**src/rtl/ex_div_iter.sv**
```systemverilog
// ex_div_iter: multi-cycle restoring integer divider for the EX stage.
// It serves div.w/mod.w/div.wu/mod.wu and always produces both the quotient
// and the remainder. It retires BITS_PER_CYCLE quotient bits per cycle, takes
// a one-cycle fast path on a zero divisor, and can be cancelled by a pipeline flush.
module ex_div_iter #(
   parameter int unsigned WIDTH          = 32,
   parameter int unsigned BITS_PER_CYCLE = 1
) (
   input  logic             clk,
   input  logic             rst_n,
   input  logic             flush,
   input  logic             start,
   input  logic [1:0]       op,
   input  logic [WIDTH-1:0] dividend,
   input  logic [WIDTH-1:0] divisor,
   output logic             is_running,
   output logic             done,
   output logic [WIDTH-1:0] quotient_out,
   output logic [WIDTH-1:0] remainder_out
);

   localparam int unsigned ITER = WIDTH / BITS_PER_CYCLE;
   localparam int unsigned CW   = $clog2(ITER + 1);

   typedef enum logic [1:0] {
      S_IDLE,
      S_CALC,
      S_FIX,
      S_DONE
   } state_t;

   state_t           state_q;
   state_t           state_n;
   logic [CW-1:0]    cnt_q;
   logic [WIDTH-1:0] rem_q;
   logic [WIDTH-1:0] quo_q;
   logic [WIDTH-1:0] dsr_q;
   logic             neg_quo_q;
   logic             neg_rem_q;

   logic [WIDTH-1:0] rem_n;
   logic [WIDTH-1:0] quo_n;
   logic [WIDTH:0]   trial;

   logic             accept;
   logic             op_signed;
   logic             dvd_neg;
   logic             dsr_neg;
   logic             dsr_zero;
   logic [WIDTH-1:0] dvd_abs;
   logic [WIDTH-1:0] dsr_abs;

   // op[0] (div vs mod) only matters to the consumer; both results are produced.
   logic             op_mod_unused;
   assign op_mod_unused = op[0];

   // Request decode and operand magnitudes; abs(MIN) stays 2^(WIDTH-1) as unsigned.
   always_comb begin
      accept    = (state_q == S_IDLE) && start && !flush;
      op_signed = ~op[1];
      dvd_neg   = op_signed & dividend[WIDTH-1];
      dsr_neg   = op_signed & divisor[WIDTH-1];
      dsr_zero  = (divisor == '0);
      dvd_abs   = dvd_neg ? -dividend : dividend;
      dsr_abs   = dsr_neg ? -divisor : divisor;
   end

   // BITS_PER_CYCLE restoring shift-subtract steps; the quotient register
   // doubles as the dividend shifter, with quotient bits entering at the LSB.
   always_comb begin
      rem_n = rem_q;
      quo_n = quo_q;
      trial = '0;
      for (int unsigned i = 0; i < BITS_PER_CYCLE; i++) begin
         trial = {rem_n, quo_n[WIDTH-1]};
         quo_n = quo_n << 1;
         if (trial >= {1'b0, dsr_q}) begin
            trial    = trial - {1'b0, dsr_q};
            quo_n[0] = 1'b1;
         end
         rem_n = trial[WIDTH-1:0];
      end
   end

   // State register.
   always_ff @(posedge clk or negedge rst_n) begin
      if (!rst_n) begin
         state_q <= S_IDLE;
      end else begin
         state_q <= state_n;
      end
   end

   // Next-state logic; flush returns any busy state to IDLE.
   always_comb begin
      state_n = state_q;
      case (state_q)
         S_IDLE: begin
            if (accept) begin
               state_n = dsr_zero ? S_DONE : S_CALC;
            end
         end
         S_CALC: begin
            if (flush) begin
               state_n = S_IDLE;
            end else if (cnt_q == CW'(1)) begin
               state_n = S_FIX;
            end
         end
         S_FIX: begin
            state_n = flush ? S_IDLE : S_DONE;
         end
         S_DONE: begin
            state_n = S_IDLE;
         end
         default: begin
            state_n = S_IDLE;
         end
      endcase
   end

   // Status outputs decode directly from the registered state.
   always_comb begin
      done       = (state_q == S_DONE);
      is_running = (state_q != S_IDLE);
   end

   // Datapath: operand capture, iteration, sign fix-up and result registers.
   always_ff @(posedge clk or negedge rst_n) begin
      if (!rst_n) begin
         cnt_q         <= '0;
         rem_q         <= '0;
         quo_q         <= '0;
         dsr_q         <= '0;
         neg_quo_q     <= 1'b0;
         neg_rem_q     <= 1'b0;
         quotient_out  <= '0;
         remainder_out <= '0;
      end else begin
         case (state_q)
            S_IDLE: begin
               if (accept) begin
                  rem_q     <= '0;
                  quo_q     <= dvd_abs;
                  dsr_q     <= dsr_abs;
                  neg_quo_q <= dvd_neg ^ dsr_neg;
                  neg_rem_q <= dvd_neg;
                  if (dsr_zero) begin
                     quotient_out  <= '1;
                     remainder_out <= dividend;
                  end else begin
                     cnt_q <= CW'(ITER);
                  end
               end
            end
            S_CALC: begin
               if (flush) begin
                  cnt_q <= '0;
               end else begin
                  rem_q <= rem_n;
                  quo_q <= quo_n;
                  cnt_q <= cnt_q - CW'(1);
               end
            end
            S_FIX: begin
               if (!flush) begin
                  quotient_out  <= neg_quo_q ? -quo_q : quo_q;
                  remainder_out <= neg_rem_q ? -rem_q : rem_q;
               end
            end
            default: begin
            end
         endcase
      end
   end

endmodule
```
**config.mk**
```make
export PLATFORM = sky130hd
export DESIGN_NAME = ex_div_iter
export DESIGN_NICKNAME = d
export VERILOG_FILES = /design/src/rtl/ex_div_iter.sv
export SDC_FILE = /design/constraint.sdc
export NUM_CORES = 1
export LEC_CHECK = 0
export CAP_MARGIN = 20
export CELL_PAD_IN_SITES_DETAIL_PLACEMENT = 1
export CELL_PAD_IN_SITES_GLOBAL_PLACEMENT = 2
export CORE_MARGIN = 3
export CORE_UTILIZATION = 31
export DETAILED_ROUTE_END_ITERATION = 8
export GPL_ROUTABILITY_DRIVEN = 0
export MAX_ROUTING_LAYER = met4
export PLACE_DENSITY = 0.78
export SYNTH_ARGS = -nofsm -noshare
export SYNTH_HDL_FRONTEND = slang
export SYNTH_SLANG_ARGS = --single-unit
export TNS_END_PERCENT = 50
```
**constraint.sdc**
```tcl
create_clock -name clk -period 2.8 [get_ports clk]
set_clock_uncertainty 0.1 [all_clocks]
set_input_delay 0.28 -clock clk [delete_from_list [all_inputs] [get_ports clk]]
set_output_delay 0.28 -clock clk [all_outputs]
set_load 0.01 [all_outputs]
```
Yosys cells after proc, flatten, opt, wreduce, memory -nomap -nowiden

Cells that the tools add are included.
W data, S select, Z words.

Bits in registers: 170
Output and inout bits: 66
Word-level logic and storage cells: 73

$add $sub $neg: 6
Magnitude comparators: 1
Equal/unequal tests: 10
Muxes and demuxes: 30
Bitwise gates (word level): 4
Reduce and logical (&&, ||, !) cells: 13

Operators by type and width:

| operator              | count |
|---|---|
| $mux W32              | 15 |
| $pmux W32 S2          | 4 |
| $neg A32 Y32          | 4 |
| $ge A33 B32 Y1        | 1 |
| $logic_not A32 Y1     | 1 |
| $sub A32 B32 Y32      | 1 |
| $mux W6               | 3 |
| $pmux W6 S2           | 1 |
| $mux W2               | 5 |
| $ne A2 B2 Y1 const B  | 5 |
| $pmux W2 S4           | 1 |
| $eq A6 B1 Y1 const B  | 1 |
| $reduce_and A3 Y1     | 2 |
| $reduce_bool A2 Y1    | 3 |
| $sub A6 B1 Y6 const B | 1 |
| $eq A2 B2 Y1 const B  | 2 |
| $reduce_and A2 Y1     | 2 |
| $reduce_and A4 Y1     | 1 |
| $ne A3 B3 Y1 const B  | 1 |
| $and A1 B1 Y1         | 2 |
| $eq A2 B1 Y1 const B  | 1 |
| $logic_and A1 B1 Y1   | 2 |
| $logic_not A2 Y1      | 1 |
| $logic_not A1 Y1      | 1 |
| 3 further kinds       | 3 |

Depth between registers and ports, before layout

Word-level depth: 5
Gate-level depth with buffers: 12
Mapped depth without buffers: 12

Worst setup path before layout

No wires, ideal clock.

Path type: flip-flop to flip-flop
From: reg rem_q[24]
To: reg rem_q[17]
Setup time: 87 ps
Data arrival time: 2916 ps
Required time: 2613 ps
Slack: -303 ps
Cell stages (with the launch flop): 12
Buffers on the path: 2
Cell sequence: dfrtp_1 > ha_1 > clkbuf_1 > nand3_1 > or4_1 > nor4_1 > a21oi_1 > a31oi_1 > a21oi_1 > or2_1 > clkbuf_1 > o211ai_1

Word-level cells in the longest chain between the ends: 4

Ends and longest elaborated chain:

| item                   | line | text |
|---|---|---|
| from (decl)            | 35   | `logic [WIDTH-1:0] rem_q;` |
| from (signal assigned) | 160  | `rem_q <= rem_n;` |
| $ge A33 B32 Y1         | 77   | `if (trial >= {1'b0, dsr_q}) begin` |
| $mux W32               | 77   |  |
| $mux W32               | 157  | `if (flush) begin` |
| $pmux W32 S2           | 140  | `case (state_q)` |

No other way between the ends. The select of a mux whose other input is x is not followed.
A chain may end at the register's enable or synchronous reset.

Final worst setup path

From: reg rem_q[8]
To: reg remainder_out[28]

Word-level cells in the longest chain between the ends: 4

Ends and longest elaborated chain:

| item                 | line | text |
|---|---|---|
| $neg A32 Y32         | 168  | `remainder_out <= neg_rem_q ? -rem_q : rem_q;` |
| $mux W32             | 168  |  |
| $mux W32             | 166  | `if (!flush) begin` |
| $pmux W32 S2         | 140  |  |
| to (signal assigned) | 150  | `remainder_out <= dividend;` |
| to (signal assigned) | 168  |  |
| to (decl)            | 19   | `output logic [WIDTH-1:0] remainder_out` |

No other way between the ends. The select of a mux whose other input is x is not followed.

==> impl_metrics.env <==
export IMPL_status="finished, violations left"
export IMPL_violations="negative setup slack"
export IMPL_synth_fa_ha_area_frac=0.0429
export IMPL_synth_nets=1544
export IMPL_track_usage=0.222
export IMPL_hold_violations=0
export IMPL_avgSynthCellArea_um2=8.05
export IMPL_synth_simple_area_share=0.190
export IMPL_cp_data_required_time_ns=3.06
export IMPL_syn_area_mm2=0.0116
export IMPL_synth_edf_count=0
export IMPL_dieArea_mm2=0.0396
export IMPL_vias=11671
export IMPL_clk_pin_slew_ns=0.07
export IMPL_worst_pin_slew_ns=0.870
export IMPL_crit_type="reg2reg"
export IMPL_ys_flop_type="dfrtp_1"
export IMPL_reg2reg_slack_ns=-0.26
export IMPL_max_freq_mhz=327
export IMPL_cts_path_max_buffers=2
export IMPL_wl_per_cell_um=19.8
export IMPL_hold_path_class="in2reg"
export IMPL_syn_to_final_growth_pct=44.4
export IMPL_synth_top_area_frac=0.368
export IMPL_netlist_top_cell_by_area="dfrtp_1"
export IMPL_rsz0062_at_grt="true"
export IMPL_synthTopCellsByArea="dfrtp_1, o21ai_0, xor2_1, a21oi_1, nand2_1"
export IMPL_post_route_util=0.455
export IMPL_cp_data_arrival_time_ns=3.32
export IMPL_cp_max_fo=4
export IMPL_netlist_instances=1435
export IMPL_drv_cap=0
export IMPL_yosysWarningCount=0
export IMPL_ys_seq_elements=170
export IMPL_diodes=0
export IMPL_antenna_found_initial=0
export IMPL_yosysSeqAreaShare=0.368
export IMPL_area_sequential_mm2=0.00426
export IMPL_synth_async_reset_ratio=1.00
export IMPL_slew_viol_final=0
export IMPL_drive_gt1_frac=0.226
export IMPL_finalNetCount=1862
export IMPL_firstDrtPassIters=4
export IMPL_peakVddDrop_uv=1010
export IMPL_cp_start_kind="flop"
export IMPL_grt_pass1_vias=12067
export IMPL_io_pins=136
export IMPL_drt_iter0_drc=635
export IMPL_synth_common_cells="dfrtp_1, nand2_1, o21ai_0"
export IMPL_final_period_utilization=1.09
export IMPL_synth_most_common_cell="dfrtp_1"
export IMPL_num_fill_cells=4312
export IMPL_synth_xor_area_share=0.109
export IMPL_cts_tree="done"
export IMPL_port_buffer_count=134
export IMPL_worstSkewPairLatency_ns=0.46
export IMPL_cts_root_buf="clkbuf_16"
export IMPL_dieWidth_um=199
export IMPL_p_leak_nw=7.18
export IMPL_vias_per_cell=5.22
export IMPL_cts_buffers_inserted=17
export IMPL_min_period_ns=3.06
export IMPL_synth_compound_area_share=0.215
export IMPL_grt_overflow=0
export IMPL_cts_sinks=170
export IMPL_setup_viol=42
export IMPL_multi_input_area_mm2=0.00756
export IMPL_grt_max_degree=81
export IMPL_endpoint_kind="flop"
export IMPL_cts_max_level=4
export IMPL_routed_wl_mm=44.2
export IMPL_yosys_mux_area_fraction=0.0270
export IMPL_dp_hpwl_mm=32.2
export IMPL_whs_ns=0.246
export IMPL_ant_nets=0
export IMPL_grt_pass1_wl_mm=67.3
export IMPL_initial_utilization=0.315
export IMPL_setup_slack_ns=-0.258
export IMPL_drc_errors=0
export IMPL_core_area_mm2=0.0367
export IMPL_slew_headroom=0.419
export IMPL_synth_top_family_by_area="compound AO/OA/AOI/OAI gates"
export IMPL_post_place_ws_ns=-0.658
export IMPL_yosysUniqueCellTypes=59
export IMPL_fp_row_count=70
export IMPL_power_density_mw_per_mm2=1250
export IMPL_die_height_um=199
critical path: stages, from the launching register on:
cell	delay, ns
dfrtp_1	0.43
or4_4	0.50
or4_4	0.45
or3_4	0.39
or4_4	0.53
o31ai_4	0.19
xnor2_1	0.14
mux2i_1	0.10
o21ai_1	0.15
layout by cell type, fill, tap and decap left out, drive strengths merged, types with 14 or more instances in the layout:
master,count
a21oi,143
a31oi,19
buf,246
clkbuf,21
clkdlybuf4s50,127
dfrtp,170
ha,38
inv,62
mux2i,30
nand2,166
nand3,34
nand4,16
nor2,144
nor3,27
nor4,14
o211ai,16
o21ai,169
o31ai,24
o41ai,16
or3,20
or4,14
xnor2,62
xor2,82
registers in the layout, summed over array words and instances (netlist names):
register       flops
dsr_q             32
quotient_out      32
neg_rem_q          1
quo_q             32
state_q            2
cnt_q              6
rem_q             32
remainder_out     32
neg_quo_q          1
power breakdown:
part	switching (mW)	internal [mW]	total (mW)	leakage, nW
sequential	1.03	3.54	4.57	2.10
clock	1.10	1.44	2.53	0.296
combinational	7.17	6.54	13.7	4.79
total	9.31	11.5	20.8	7.18
cell families (layout without fill, tap and decap cells):
group	count (synthesis)	in the layout
AOI/OAI and AO/OA	431	431
xor gates and xnor gates	144	144
adders and majority gates	39	39
buffers and inverters	143	473
DFF	170	170
muxes	31	31
and+or+nand+nor	477	478
worst paths after layout:
path / depth (start not counted) / endpoint / from
max reg2reg: 8 / remainder_out[28] / rem_q[8]
max in group asynchronous: 3 / remainder_out[24] / rst_n
min reg2reg: 2 / dsr_q[12] / dsr_q[12]
min: 4 / dsr_q[9] / divisor[9]
max: 8 / remainder_out[28] / rem_q[8]
min in group asynchronous: 2 / quotient_out[6] / rst_n
area by class of cell:
type	instances	area share
inverter	59	0.0133
clock buffer	19	0.0266
timing repair buffer	382	0.207
clock inverter	13	0.00998
sequential	170	0.255
tap	468	0.0351
multi-input combinational	1123	0.453
stage by stage:
step                      instances  power (mW)  cell area (µm²)  setup TNS [ns]
after global routing           2234        22.3            16700           -8.44
after floorplan                1435        10.9            11600           -1.05
after global placement         2163        15.7            14900          -47.43
after CTS                      2211        19.5            16000           -4.38
after detailed placement       2163        16.0            14900          -50.59
final                          2234        20.8            16700           -5.13
layer usage:
layer  share of wire  up-vias  routed length [µm]  global-route usage
met5               0        -                   0                   -
met4           0.017        0                 772              0.0492
met3           0.028       42                1250              0.0257
met2            0.49      185               21900               0.370
met1            0.46     5792               20300               0.292
li1                -     5652                   -                   -
timing repair:
action                                  in CTS  in global routing
endpoints found under the setup margin     102                102
gates resized for setup                     71                114
pin swaps                                   39                 74
hold buffers                                 1                  0
cloned                                       4                  1
buffers inserted                            13                 28
hold endpoints to repair                    65                  0
Power figures use the tool's default switching activity.
